`config.mk`:
```
export PLATFORM = sky130hd
export DESIGN_NAME = output_buffer_flat
export DESIGN_NICKNAME = d
export VERILOG_FILES = /design/src/rtl/router_pkg.sv /design/src/rtl/output_buffer_if.sv /design/src/rtl/flit_fifo.sv /design/src/rtl/output_buffer.sv /design/src/flat_wrapper.sv
export SDC_FILE = /design/constraint.sdc
export NUM_CORES = 1
export LEC_CHECK = 0
export ABC_CLOCK_PERIOD_IN_PS = 2980
export CAP_MARGIN = 40
export CORE_MARGIN = 4
export CORE_UTILIZATION = 50
export DETAILED_ROUTE_END_ITERATION = 6
export GPL_ROUTABILITY_DRIVEN = 0
export GPL_TIMING_DRIVEN = 0
export PLACE_DENSITY_LB_ADDON = 0.25
export SYNTH_ARGS = -nofsm -noshare
export SYNTH_HDL_FRONTEND = slang
export SYNTH_SLANG_ARGS = --single-unit
```
`constraint.sdc`:
```
create_clock -name clk -period 2.98 [get_ports clk]
set_clock_uncertainty 0.15 [all_clocks]
set_input_delay 0.447 -clock clk [delete_from_list [all_inputs] [get_ports clk]]
set_output_delay 0.447 -clock clk [all_outputs]
set_load 0.01 [all_outputs]
```
`src/rtl/router_pkg.sv`:
```
// Shared router definitions: flit width, source-select codes and port indices.
// The transport controller uses the same codes, so change them in one place only.
package router_pkg;

    localparam int FLIT_W    = 40;
    localparam int NUM_PORTS = 3;

    // Source-select codes carried on control_*.
    localparam logic [1:0] SEL_NONE  = 2'b00;
    localparam logic [1:0] SEL_X     = 2'b01;
    localparam logic [1:0] SEL_Y     = 2'b10;
    localparam logic [1:0] SEL_LOCAL = 2'b11;

    // Bit positions of each output port in per-port vectors such as fail.
    localparam int PORT_X     = 0;
    localparam int PORT_Y     = 1;
    localparam int PORT_LOCAL = 2;

    // Number of set bits in a 3-bit per-port flag vector.
    function automatic logic [1:0] count_set3(input logic [2:0] flags);
        return {1'b0, flags[0]} + {1'b0, flags[1]} + {1'b0, flags[2]};
    endfunction

endpackage

```
`src/rtl/output_buffer_if.sv`:
```
// Bundle of the output buffer's flit inputs, select codes, output links and
// status. The slave side is the buffer itself; the master side is whatever
// surrounds it (transport controller upstream, next hop downstream).
interface output_buffer_if #(
    parameter int FLIT_W = router_pkg::FLIT_W,
    parameter int DROP_W = 8
);
    logic [FLIT_W-1:0] din_x, din_y, din_local;
    logic [1:0]        control_x, control_y, control_local;
    logic              out_valid_x, out_valid_y, out_valid_local;
    logic [FLIT_W-1:0] out_data_x, out_data_y, out_data_local;
    logic              out_ready_x, out_ready_y, out_ready_local;
    logic [2:0]        fail;
    logic [DROP_W-1:0] drop_cnt;

    modport slave (
        input  din_x, din_y, din_local,
        input  control_x, control_y, control_local,
        input  out_ready_x, out_ready_y, out_ready_local,
        output out_valid_x, out_valid_y, out_valid_local,
        output out_data_x, out_data_y, out_data_local,
        output fail, drop_cnt
    );

    modport master (
        output din_x, din_y, din_local,
        output control_x, control_y, control_local,
        output out_ready_x, out_ready_y, out_ready_local,
        input  out_valid_x, out_valid_y, out_valid_local,
        input  out_data_x, out_data_y, out_data_local,
        input  fail, drop_cnt
    );
endinterface

```
`src/rtl/flit_fifo.sv`:
```
// First-word fall-through FIFO for one output port. Writes to a full FIFO and
// reads from an empty one are ignored here; the caller counts the drops.
module flit_fifo #(
    parameter int DEPTH  = 4,
    parameter int FLIT_W = 40
) (
    input  logic              clk,
    input  logic              rst_n,
    input  logic              wr_en,
    input  logic [FLIT_W-1:0] wr_data,
    input  logic              rd_en,
    output logic [FLIT_W-1:0] rd_data,
    output logic              empty,
    output logic              full
);
    localparam int PTR_W = $clog2(DEPTH);
    localparam int CNT_W = $clog2(DEPTH + 1);

    logic [FLIT_W-1:0] mem [DEPTH];
    logic [PTR_W-1:0]  wr_ptr_reg, rd_ptr_reg;
    logic [CNT_W-1:0]  count_reg;
    logic              wr_ok, rd_ok;

    // Full/empty come straight from the count register, so nothing an input
    // does this cycle can change them before the next edge.
    assign empty = (count_reg == '0);
    assign full  = (count_reg == CNT_W'(DEPTH));
    assign wr_ok = wr_en && !full;
    assign rd_ok = rd_en && !empty;

    // Head entry falls through; zeros when empty so stale memory never leaks.
    assign rd_data = empty ? '0 : mem[rd_ptr_reg];

    // Storage is not reset: a zero count already marks every entry invalid.
    always_ff @(posedge clk) begin
        if (wr_ok) begin
            mem[wr_ptr_reg] <= wr_data;
        end
    end

    // Pointers wrap naturally because DEPTH is a power of two.
    always_ff @(posedge clk or negedge rst_n) begin
        if (!rst_n) begin
            wr_ptr_reg <= '0;
            rd_ptr_reg <= '0;
            count_reg  <= '0;
        end else begin
            if (wr_ok) wr_ptr_reg <= wr_ptr_reg + 1'b1;
            if (rd_ok) rd_ptr_reg <= rd_ptr_reg + 1'b1;
            case ({wr_ok, rd_ok})
                2'b10:   count_reg <= count_reg + 1'b1;
                2'b01:   count_reg <= count_reg - 1'b1;
                default: count_reg <= count_reg;
            endcase
        end
    end
endmodule

```
`src/rtl/output_buffer.sv`:
```
// Router output stage: per output port, select a source flit, queue it in a
// FIFO, present the head on a valid/ready link, and report full ports and
// rejected writes back upstream.
module output_buffer
    import router_pkg::*;
#(
    parameter int FLIT_W = router_pkg::FLIT_W,
    parameter int DEPTH  = 4,
    parameter int DROP_W = 8
) (
    input  logic            clk,
    input  logic            rst_n,
    output_buffer_if.slave  bus
);
    localparam logic [DROP_W+1:0] DROP_MAX = {2'b00, {DROP_W{1'b1}}};

    logic [1:0]           ctrl    [NUM_PORTS];
    logic [FLIT_W-1:0]    rd_data [NUM_PORTS];
    logic [NUM_PORTS-1:0] ready, wr_req, full, empty, drops;
    logic [DROP_W-1:0]    drop_cnt_reg, drop_cnt_next;
    logic [DROP_W+1:0]    drop_sum;

    assign ctrl[PORT_X]      = bus.control_x;
    assign ctrl[PORT_Y]      = bus.control_y;
    assign ctrl[PORT_LOCAL]  = bus.control_local;
    assign ready[PORT_X]     = bus.out_ready_x;
    assign ready[PORT_Y]     = bus.out_ready_y;
    assign ready[PORT_LOCAL] = bus.out_ready_local;

    genvar gi;
    generate
        for (gi = 0; gi < NUM_PORTS; gi++) begin : gen_port
            logic [FLIT_W-1:0] sel_flit;

            // Source mux: the select code names which input flit to enqueue.
            always_comb begin
                sel_flit = '0;
                case (ctrl[gi])
                    SEL_X:     sel_flit = bus.din_x;
                    SEL_Y:     sel_flit = bus.din_y;
                    SEL_LOCAL: sel_flit = bus.din_local;
                    default:   sel_flit = '0;
                endcase
            end

            assign wr_req[gi] = (ctrl[gi] != SEL_NONE);
            assign drops[gi]  = wr_req[gi] && full[gi];

            flit_fifo #(
                .DEPTH  (DEPTH),
                .FLIT_W (FLIT_W)
            ) u_fifo (
                .clk     (clk),
                .rst_n   (rst_n),
                .wr_en   (wr_req[gi]),
                .wr_data (sel_flit),
                .rd_en   (ready[gi] && !empty[gi]),
                .rd_data (rd_data[gi]),
                .empty   (empty[gi]),
                .full    (full[gi])
            );
        end
    endgenerate

    assign bus.out_valid_x     = !empty[PORT_X];
    assign bus.out_valid_y     = !empty[PORT_Y];
    assign bus.out_valid_local = !empty[PORT_LOCAL];
    assign bus.out_data_x      = rd_data[PORT_X];
    assign bus.out_data_y      = rd_data[PORT_Y];
    assign bus.out_data_local  = rd_data[PORT_LOCAL];
    assign bus.fail            = full;
    assign bus.drop_cnt        = drop_cnt_reg;

    // Add this cycle's drops (0..3) with two bits of headroom, then clamp.
    always_comb begin
        drop_sum      = {2'b00, drop_cnt_reg} + {{DROP_W{1'b0}}, count_set3(drops)};
        drop_cnt_next = drop_cnt_reg;
        if (drop_sum > DROP_MAX) begin
            drop_cnt_next = {DROP_W{1'b1}};
        end else begin
            drop_cnt_next = drop_sum[DROP_W-1:0];
        end
    end

    // Saturating drop counter register.
    always_ff @(posedge clk or negedge rst_n) begin
        if (!rst_n) begin
            drop_cnt_reg <= '0;
        end else begin
            drop_cnt_reg <= drop_cnt_next;
        end
    end
endmodule

```
`src/flat_wrapper.sv`:
```
// flat-port wrapper written by rule: the top's interface ports become plain ports
module output_buffer_flat import router_pkg::*;
#(
    parameter int FLIT_W = router_pkg::FLIT_W,
    parameter int DEPTH  = 4,
    parameter int DROP_W = 8
)
  (clk, rst_n, bus_din_x, bus_din_y, bus_din_local, bus_control_x, bus_control_y, bus_control_local, bus_out_ready_x, bus_out_ready_y, bus_out_ready_local, bus_out_valid_x, bus_out_valid_y, bus_out_valid_local, bus_out_data_x, bus_out_data_y, bus_out_data_local, bus_fail, bus_drop_cnt);
  output_buffer_if #(.FLIT_W(FLIT_W), .DROP_W(DROP_W)) bus_i ();
  input  logic clk;
  input  logic rst_n;
  input wire logic [$bits(bus_i.din_x)-1:0] bus_din_x;
  input wire logic [$bits(bus_i.din_y)-1:0] bus_din_y;
  input wire logic [$bits(bus_i.din_local)-1:0] bus_din_local;
  input wire logic [$bits(bus_i.control_x)-1:0] bus_control_x;
  input wire logic [$bits(bus_i.control_y)-1:0] bus_control_y;
  input wire logic [$bits(bus_i.control_local)-1:0] bus_control_local;
  input wire logic [$bits(bus_i.out_ready_x)-1:0] bus_out_ready_x;
  input wire logic [$bits(bus_i.out_ready_y)-1:0] bus_out_ready_y;
  input wire logic [$bits(bus_i.out_ready_local)-1:0] bus_out_ready_local;
  output wire logic [$bits(bus_i.out_valid_x)-1:0] bus_out_valid_x;
  output wire logic [$bits(bus_i.out_valid_y)-1:0] bus_out_valid_y;
  output wire logic [$bits(bus_i.out_valid_local)-1:0] bus_out_valid_local;
  output wire logic [$bits(bus_i.out_data_x)-1:0] bus_out_data_x;
  output wire logic [$bits(bus_i.out_data_y)-1:0] bus_out_data_y;
  output wire logic [$bits(bus_i.out_data_local)-1:0] bus_out_data_local;
  output wire logic [$bits(bus_i.fail)-1:0] bus_fail;
  output wire logic [$bits(bus_i.drop_cnt)-1:0] bus_drop_cnt;
  assign bus_i.din_x = bus_din_x;
  assign bus_i.din_y = bus_din_y;
  assign bus_i.din_local = bus_din_local;
  assign bus_i.control_x = bus_control_x;
  assign bus_i.control_y = bus_control_y;
  assign bus_i.control_local = bus_control_local;
  assign bus_i.out_ready_x = bus_out_ready_x;
  assign bus_i.out_ready_y = bus_out_ready_y;
  assign bus_i.out_ready_local = bus_out_ready_local;
  assign bus_out_valid_x = bus_i.out_valid_x;
  assign bus_out_valid_y = bus_i.out_valid_y;
  assign bus_out_valid_local = bus_i.out_valid_local;
  assign bus_out_data_x = bus_i.out_data_x;
  assign bus_out_data_y = bus_i.out_data_y;
  assign bus_out_data_local = bus_i.out_data_local;
  assign bus_fail = bus_i.fail;
  assign bus_drop_cnt = bus_i.drop_cnt;
  output_buffer #(.FLIT_W(FLIT_W), .DEPTH(DEPTH), .DROP_W(DROP_W)) u_core (.clk(clk), .rst_n(rst_n), .bus(bus_i));
endmodule
```
Word-level counts from Yosys, hierarchy flattened
Memory sizes are Yosys's and may differ from the RTL's.
Cells that the tools add are included.
W data, S select, Z words.
{ "classes": {"addsub": 15, "n_lt_le_gt_ge": 1, "n_eq_ne": 18, "n_mux": 16, "reduce_logical": 27} }
{ "ops": {"columns": ["operator", "n"], "rows": [
  ["$pmux W40 S3", 3],
  ["$mux W40", 3],
  ["$eq A2 B2 Y1 const B", 9],
  ["$pmux W3 S2", 3],
  ["$add A2 B1 Y2 const B", 6],
  ["$eq A2 B1 Y1 const B", 6],
  ["$logic_and A1 B1 Y1", 12],
  ["$reduce_bool A2 Y1", 6],
  ["$gt A10 B8 Y1 const B", 1],
  ["$add A3 B1 Y3 const B", 3],
  ["$add A8 B2 Y9", 1],
  ["$eq A3 B3 Y1 const B", 3],
  ["$logic_not A3 Y1", 3],
  ["$sub A3 B1 Y3 const B", 3],
  ["$mux W8", 1],
  ["$logic_not A1 Y1", 6],
  ["$mux W1", 6],
  ["$add A1 B1 Y2", 1],
  ["$add A2 B1 Y2", 1]
]} }
{ "word_totals": {"reg_bits": 29, "mem_bits_rw": 480, "input_bits": 131, "mem_count": 3} }
{ "mem_list": {"columns": ["name", "depth", "word_bits", "read_ports", "rd_ports_with_merged_regs", "write_ports", "line", "rtl"], "rows": [
  ["u_core.gen_port[0].u_fifo.mem", 4, 40, 1, 0, 1, "flit_fifo.sv:19", "logic [FLIT_W-1:0] mem [DEPTH];"],
  ["u_core.gen_port[1].u_fifo.mem", 4, 40, 1, 0, 1, "flit_fifo.sv:19", null],
  ["u_core.gen_port[2].u_fifo.mem", 4, 40, 1, 0, 1, "flit_fifo.sv:19", null]
]} }

Logic depth before layout (Yosys ltp)
Gate-level depths: netlist of run 1.
{ "logic_depth": {"ltp_word": 7, "ltp_mapped": 10, "ltp_nobuf": 9} }

Cells and area by module
Synthesis of run 1 repeated with hierarchy kept, for this count alone.
{ "unflattened": {"hier_cells": 1221, "hier_area_um2": 23196.0} }
{ "by_module_without_submodules": {"columns": ["mod", "n_inst", "cells_per_inst", "area_each_um2"], "rows": [
  ["flit_fifo", 3, 293, 6515.0],
  ["output_buffer", 1, 342, 3651.0]
]} }

Worst setup path before layout of run 1
No wires, ideal clock.
{ "synth_path": {"path_kind": "input-to-reg", "from": "input port bus_control_y[1]", "to": "register u_core.drop_cnt_reg[6], in the netlist u_core.bus.drop_cnt[6]", "setup_time_ps": 82, "arrival_ps": 2396, "required_ps": 2748, "setup_slack_ps": 352, "path_stages": 10, "n_path_buf": 1, "cell_sequence": "clkbuf_1 > nor2_1 > nor2b_1 > fa_1 > ha_1 > inv_1 > fa_1 > and4b_1 > a21oi_1 > a31oi_1"} }
{ "synth_via": {"elab_chain_cells": 7} }
{ "synth_rtl": {"columns": ["item", "line", "rtl"], "rows": [
  ["start, declared", "flat_wrapper.sv:16", "input wire logic [$bits(bus_i.control_y)-1:0] bus_control_y;"],
  ["$reduce_bool A2 Y1 (*)", "output_buffer.sv:46", "assign wr_req[gi] = (ctrl[gi] != SEL_NONE);"],
  ["$logic_and A1 B1 Y1 (*)", "output_buffer.sv:47", "assign drops[gi] = wr_req[gi] && full[gi];"],
  ["$add A1 B1 Y2 (*)", "router_pkg.sv:21", "return {1'b0, flags[0]} + {1'b0, flags[1]} + {1'b0, flags[2]};"],
  ["$add A2 B1 Y2 (*)", "router_pkg.sv:21", null],
  ["$add A8 B2 Y9 (*)", "output_buffer.sv:76", "drop_sum = {2'b00, drop_cnt_reg} + {{DROP_W{1'b0}}, count_set3(drops)};"],
  ["$gt A10 B8 Y1", "output_buffer.sv:78", "if (drop_sum > DROP_MAX) begin"],
  ["$mux W8 (*)", "output_buffer.sv:78", null],
  ["via u_core.drop_cnt_next[6]", "output_buffer.sv:20", "logic [DROP_W-1:0] drop_cnt_reg, drop_cnt_next;"],
  ["end signal, assigned", "output_buffer.sv:90", "drop_cnt_reg <= drop_cnt_next;"],
  ["end, declared", "output_buffer.sv:20", null]
]} }
Mark *: on every way through the listed nets, which the timed path passes. The rest lies on a longest branch.
A chain may end at the register's enable or synchronous reset.

Worst setup path after layout of run 1
{ "layout_path": {"from": "register u_core.gen_port[1].u_fifo.rd_ptr_reg[0]", "to": "output port bus_out_data_y[35]"} }
{ "layout_via": {"elab_chain_cells": 2} }
{ "layout_rtl": {"columns": ["item", "line", "rtl"], "rows": [
  ["start, declared", "flit_fifo.sv:20", "logic [PTR_W-1:0] wr_ptr_reg, rd_ptr_reg;"],
  ["start signal, assigned", "flit_fifo.sv:49", "if (rd_ok) rd_ptr_reg <= rd_ptr_reg + 1'b1;"],
  ["$mem_v2 Z4 W40", null, null],
  ["$mux W40", "flit_fifo.sv:32", "assign rd_data = empty ? '0 : mem[rd_ptr_reg];"],
  ["end, declared", "flat_wrapper.sv:25", "output wire logic [$bits(bus_i.out_data_y)-1:0] bus_out_data_y;"]
]} }
Every way passes these cells.

==> results.yml, run 1 <==
run_status:
  outcome: "complete, no violations"
clock_network:
  cts_tree: "built"
  cts_buffers: 50
  clkSinkCount: 509
  clkTransAtPathRegs_ns: 0.06
  clockBufferDepth: 3
  clk_latency_ns: 0.58
  cts.htree.levels: 2
  root_buffer: "clkbuf_16"
synthesis:
  yosysUniqueCellTypes: 34
  synth_common_cells: "edfxtp_1 (480), and2_1 (135), a22o_1 (120), mux4_2 (114), mux2_2 (91)"
  synth.largest_area_cell: "edfxtp_1"
  synth-edff-count: 480
  synth_adder_area_share: 0.0138
  synth_top_family_by_area: "multiplexers"
  async_flop_share: 0.0570
  yosys_warnings: 0
  synthSimpleGateAreaFrac: 0.0471
  synth_ff_type: "edfxtp_1"
  synth_nets: 1367
  synth_top_area_frac: 0.637
  ys_seq_elements: 509
  synth.cell_area_sq_um: 22600
  synth_area_per_cell_sq_um: 18.6
  synth-seq-area-share: 0.669
  synthTopCellsByArea: "edfxtp_1 (64%), mux4_2 (11%), a22o_1 (4.6%)"
  synth_most_common_cell: "edfxtp_1"
  muxShareOfSynthArea: 0.183
  synthCells: 1214
  synth_xor_area_frac: 0.00697
  synth-compound-area-share: 0.0487
sta:
  finalCritPeriodShare: 0.978
  slew_viol_final: 0
  final.setup.tns_ns: 0
  layout_min_cycle_time_ns: 2.92
  tightest_slew_ns: 0.889
  clock.fmax_mhz: 343
  relSlewSlack: 0.408
  hold_violations: 0
  setup_viol: 0
  hold_ws_ns: 0.336
detailed_routing:
  avgViaCountPerCell: 5.96
  dr.pass1.iters: 7
  drt_iter0_drc: 1089
  vias: 13100
  drc: 0
  routedWlPerCell_microns: 27.8
  wirelength_mm: 60.9
  ant_nets: 0
flow_run:
  cap_violations: 0
grt:
  gr-total-overflow: 0
  antenna_found_initial: 11
  grt_pass1_wl_mm: 87.9
  gr-usage-all-layers: 0.251
  grt_max_degree: 32
  grt_pass1_vias: 13100
layout:
  seqCellArea_sq_um: 15100
  final_layout_size_suffix_gt1_frac: 0.251
  largest_register_ffs: 480
  n_fill_cell: 3190
  area_growth_pct: 24.8
  layout.nets: 1716
  multi_input_area_sq_um: 6820
setup_path:
  cpLargestDelayFamily: "buffers and inverters"
  crit_buf_inv: 4
  cpPeakStageDelay_ns: 0.50
  rr_worst_depth: 8
  critPathLaunchType: "flop"
  ff2ff_setup_slack_ns: 0.09
  crit-reg2reg-launch: "u_core.gen_port[2].u_fifo.count_reg[0]$_DFFE_PN0P_"
  worstPathArrival_ns: 2.32
  cp.required_ns: 2.38
  cp-startpoint: "u_core.gen_port[1].u_fifo.rd_ptr_reg[0]$_DFFE_PN0P_"
  timing.rr.end: "u_core.bus.drop_cnt[3]$_DFF_PN0_"
  cp_slowest_cell: "mux4_2"
  crit_path_end_kind: "output port"
  crit_chain: "buf_8 -> buf_6 -> clkbuf_16 -> mux4_2 -> and2_1 -> dlygate4sd2_1"
  cp_max_fo: 8
  critPathKind: "reg -> out"
floorplanning:
  die_h_microns: 221
  dieArea_sq_um: 48700
  start_util: 0.508
  num_io_pins: 265
  die_width_microns: 221
  coreArea_sq_um: 44500
  rows: 77
hold_path:
  whs_path_depth: 1
  hold_end: "u_core.gen_port[1].u_fifo.count_reg[2]$_DFFE_PN0P_"
  hp-class: "reg -> reg"
  holdCritStartpoint: "u_core.gen_port[1].u_fifo.count_reg[2]$_DFFE_PN0P_"
pwr:
  p_per_area_nw_per_um2: 1030
  p_leak_uw: 0.0104
  peakVddDrop_mv: 0.576
placed_design:
  dp_hpwl_mm: 44.2
  io_buffers: 258
==> cell families after synthesis <==
group | Yosys count
flops | 509
mux | 246
simple gates | 176
compound gates | 129
buf+inv | 114
fa+ha+maj | 22
xor+xnor | 18
==> cell type report <==
cell class | count | share of cell area
Antenna cell | 1 | 0.0000886
Buffer | 83 | 0.0229
Clock buffer | 66 | 0.0483
Clock inverter | 23 | 0.00860
Inverter | 24 | 0.00319
Multi-Input combinational cell | 591 | 0.242
Sequential cell | 509 | 0.536
Tap cell | 592 | 0.0262
Timing Repair Buffer | 304 | 0.113
==> layout by cell type, fill, tap and decap left out, drive strengths merged, types with 2 or more instances in the layout <==
cell type      count
a21oi              4
a22o             120
and2             135
buf               97
bufinv             5
clkbuf            97
clkdlybuf4s15      5
clkdlybuf4s50    138
clkinv            14
clkinvlp           3
dfrtp             29
dlygate4sd2       83
dlymetal6s2s      31
edfxtp           480
fa                 5
ha                17
inv               25
mux2             123
mux2i              3
mux4             120
nand2              4
nand3              6
nor2              10
nor2b              7
nor3               2
nor3b              3
o21ai              3
or3                5
xnor2              9
xor2               9
==> where the power goes <==
part	total (uW)	leakage (uW)	internal (uW)	switching, uW
Sequential	10900	0.00484	10400	589
Combinational	12000	0.00479	6200	5810
Clock	6210	0.000778	3640	2580
Total	29200	0.0104	20200	8980
==> worst max path at each step <==
stage	to	slack [ns]	cells after the start
final	bus_out_data_y[35]	0.06	6
after floorplan	u_core.bus.drop_cnt[6]$_DFF_PN0_	0.35	10
after global placement	u_core.gen_port[0].u_fifo.mem[3][16]$_DFFE_PP_	-0.61	4
after global routing	bus_out_data_local[6]	-0.0004	6
after CTS	bus_out_data_x[6]	-0.13	5
after detailed placement	u_core.bus.drop_cnt[5]$_DFF_PN0_	-0.08	9
==> layer usage <==
metal	vias up	part of all wire	track usage
met5	-	0.0021	0
met4	18	0.021	0.0603
met3	102	0.094	0.0621
met2	572	0.49	0.405
met1	6816	0.40	0.351
li1	5558	-	-
==> per-stage QoR <==
step / instance area, sq um / cells / power [uW] / utilization / setup WS (ns)
2_1_floorplan: 22600 / 1214 / 17700 / - / 0.352
3_3_place_gp: 25900 / 2064 / 22900 / 0.583 / -0.607
3_5_place_dp: 26200 / 2076 / 23400 / 0.589 / -0.0843
4_1_cts: 27900 / 2178 / 29200 / 0.628 / -0.132
5_1_grt: 28200 / 2192 / 30600 / 0.634 / -0.000403
6_report: 28200 / 2193 / 29200 / 0.634 / 0.0648
==> what timing repair did <==
action / 4_1_cts / 5_1_grt
resized for setup: 111 / 54
gates cloned: 2 / 2
endpoints found under the setup margin: 126 / 54
setup buffers: 14 / 15
hold endpoints to repair: 29 / 0
hold buffers: 1 / 0
(Power assumes the default switching activity.)
==> run 2, diff against run 1 <==
--- a/config.mk
+++ b/config.mk
@@ -9,6 +9,8 @@
 export CAP_MARGIN = 40
 export CORE_MARGIN = 4
 export CORE_UTILIZATION = 50
+export CTS_BUF_LIST = sky130_fd_sc_hd__clkbuf_4 sky130_fd_sc_hd__clkbuf_8
+export CTS_CLUSTER_DIAMETER = 40
 export DETAILED_ROUTE_END_ITERATION = 6
 export GPL_ROUTABILITY_DRIVEN = 0
 export GPL_TIMING_DRIVEN = 0
==> run 2 against run 1 <==
  * Via count rose by 2.1%
  * Sequential share of layout area fell by 0.36 points
  * Total power grew 1.5%
  * Count of clock-buffer cells in the layout grew 50
  * Setup slack lost 0.042 ns
  * Highest routed layer unchanged
  * Hold slack lost 0.044 ns
  * Critical endpoint is now bus_out_data_x[1]
  * Register-to-register slack improved by 0.08 ns
  * Sequential power about the same
  * Combinational power about the same
  * Utilization increased by 0.42 points
  * Critical path type unchanged
  * Final cell count up 3.2%
==> results.yml, run 2 (synthesis gave the netlist of run 1 again) <==
clock_network:
  clk_latency_ns: 0.64
  cts.htree.levels: 3
  root_buffer: "clkbuf_8"
  cts_buffers: 87
  clkSinkCount: 509
  cts_tree: "built"
  clockBufferDepth: 3
  clkTransAtPathRegs_ns: 0.06
floorplanning:
  die_width_microns: 221
  coreArea_sq_um: 44500
  rows: 77
  start_util: 0.508
  die_h_microns: 221
  num_io_pins: 265
  dieArea_sq_um: 48700
detailed_routing:
  wirelength_mm: 62.1
  dr.pass1.iters: 5
  drt_iter0_drc: 1098
  routedWlPerCell_microns: 27.4
  vias: 13300
  drc: 0
  ant_nets: 0
  avgViaCountPerCell: 5.90
hold_path:
  hp-class: "in -> async"
placed_design:
  detailedPlace.worstSlack_ns: -0.0843
  dp_hpwl_mm: 44.2
  dp_cells: 2076
  io_buffers: 258
  post_dp_cell_area_sq_um: 26200
setup_path:
  worst-path-stages: 8
  crit_path_end_kind: "output port"
  rr_worst_depth: 9
  critPathKind: "reg -> out"
  crit_buf_inv: 6
  cpPeakStageDelay_ns: 0.41
  cpLargestDelayFamily: "buffers and inverters"
  cp.required_ns: 2.38
  critPathLaunchType: "flop"
  worstPathArrival_ns: 2.36
  crit_chain: "buf_6 -> buf_4 -> buf_6 -> buf_12 -> buf_4 -> mux4_2 -> and2_4 -> clkbuf_2"
  cp_slowest_cell: "mux4_2"
  cp_max_fo: 5
pwr:
  p_leak_uw: 0.0105
  p_seq_frac: 0.370
  power_uw: 29600
  switching_share: 0.313
  comb_power_share: 0.416
  p_int_uw: 20300
  p_per_area_nw_per_um2: 1040
  power_frac_clock: 0.214
  peakVddDrop_mv: 0.595
  switching_power_uw: 9260
sta:
  hold_ws_ns: 0.292
  hold_violations: 0
  worst_slack_ns: 0.0232
  rsz0062_at_grt: "yes"
  clock.fmax_mhz: 338
  finalCritPeriodShare: 0.992
  relSlewSlack: 0.431
  layout_min_cycle_time_ns: 2.96
  slew_viol_final: 0
  tightest_slew_ns: 0.854
  setup_viol: 0
grt:
  gr-total-overflow: 0
  antenna_found_initial: 18
  grt_pass1_vias: 13500
  grt_max_degree: 32
  grt_pass1_wl_mm: 88.8
  gr-usage-all-layers: 0.254
layout:
  n_fill_cell: 3178
  largest_register_ffs: 480
  final_area_sq_um: 28400
  area_growth_pct: 25.6
  final_cell_mix: "edfxtp_1 (480), clkdlybuf4s50_1 (137), a22o_1 (120)"
  final_layout_size_suffix_gt1_frac: 0.312
  seqCellArea_sq_um: 15100
  multi_input_area_sq_um: 6850
  layout.nets: 1758
  final_cells: 2263
  mostFrequentLayoutCell: "edfxtp_1"
run_status:
  outcome: "complete, no violations"
flow_run:
  cap_violations: 0
run 2: changes by cell type in the layout (fill, tap and decap cells not counted), sizes merged, moves of 7 or more:
cell,previous run,this run
clkinv,14,27
dlygate4sd2,83,35
dlymetal6s2s,31,24
buf,97,104
clkbuf,97,174
clkdlybuf4s15,5,32
run 2: path summary, 6_finish.rpt:
| check | slack (ns) | from | to |
|---|---|---|---|
| worst max-delay path | 0.02 | u_core.gen_port[0].u_fifo.rd_ptr_reg[0]$_DFFE_PN0P_ | bus_out_data_x[1] |
| worst min-delay path | 0.29 | rst_n | u_core.bus.drop_cnt[1]$_DFF_PN0_ |
| worst max register to register | 0.17 | u_core.gen_port[0].u_fifo.count_reg[1]$_DFFE_PN0P_ | u_core.bus.drop_cnt[5]$_DFF_PN0_ |
| worst min register to register | 0.34 | u_core.gen_port[1].u_fifo.count_reg[2]$_DFFE_PN0P_ | u_core.gen_port[1].u_fifo.count_reg[2]$_DFFE_PN0P_ |
| max in group asynchronous | 1.85 | rst_n | u_core.gen_port[0].u_fifo.wr_ptr_reg[1]$_DFFE_PN0P_ |
| min in group clk | 0.32 | bus_out_ready_y | u_core.gen_port[1].u_fifo.rd_ptr_reg[1]$_DFFE_PN0P_ |
run 2: repair_timing:
item | in CTS | in global routing
resized for setup | 169 | 108
endpoints found under the hold margin | 29 | 0
setup buffers | 17 | 12
pin swaps | 5 | 2
cloned | 2 | 6
setup endpoints to repair | 130 | 78
hold buffers | 1 | 0
run 2: power groups by stage:
stage | registers (uW) | clock network, uW | logic, uW
floorplan | 10900 | 0 | 6790
global placement | 11000 | 0 | 11900
detailed placement | 11000 | 0 | 12400
CTS | 10900 | 6440 | 12100
global route | 11100 | 6800 | 13200
finish | 10900 | 6330 | 12300
run 2: layout make-up:
cell class,count,area share
Sequential cell,509,0.533
Multi-Input combinational cell,591,0.241
Timing Repair Buffer,308,0.112
Clock buffer,116,0.0509
Tap cell,592,0.0261
Buffer,84,0.0227
Clock inverter,37,0.0109
Inverter,24,0.00317
Antenna cell,2,0.000176
run 2: per-stage QoR:
| stage | utilization | setup TNS, ns |
|---|---|---|
| after floorplan | - | 0 |
| after global placement | 0.583 | -278.98 |
| after detailed placement | 0.589 | -0.344 |
| after CTS | 0.632 | -4.89 |
| after global routing | 0.638 | -0.225 |
| final | 0.638 | 0 |
run 2: per-layer routing:
| layer | part of all wire | vias to the layer above | GRT usage |
|---|---|---|---|
| met3 | 0.099 | 114 | 0.0780 |
| li1 | - | 5673 | - |
| met5 | 0.0026 | - | 0 |
| met4 | 0.020 | 24 | 0.0632 |
| met1 | 0.39 | 6903 | 0.344 |
| met2 | 0.48 | 629 | 0.408 |
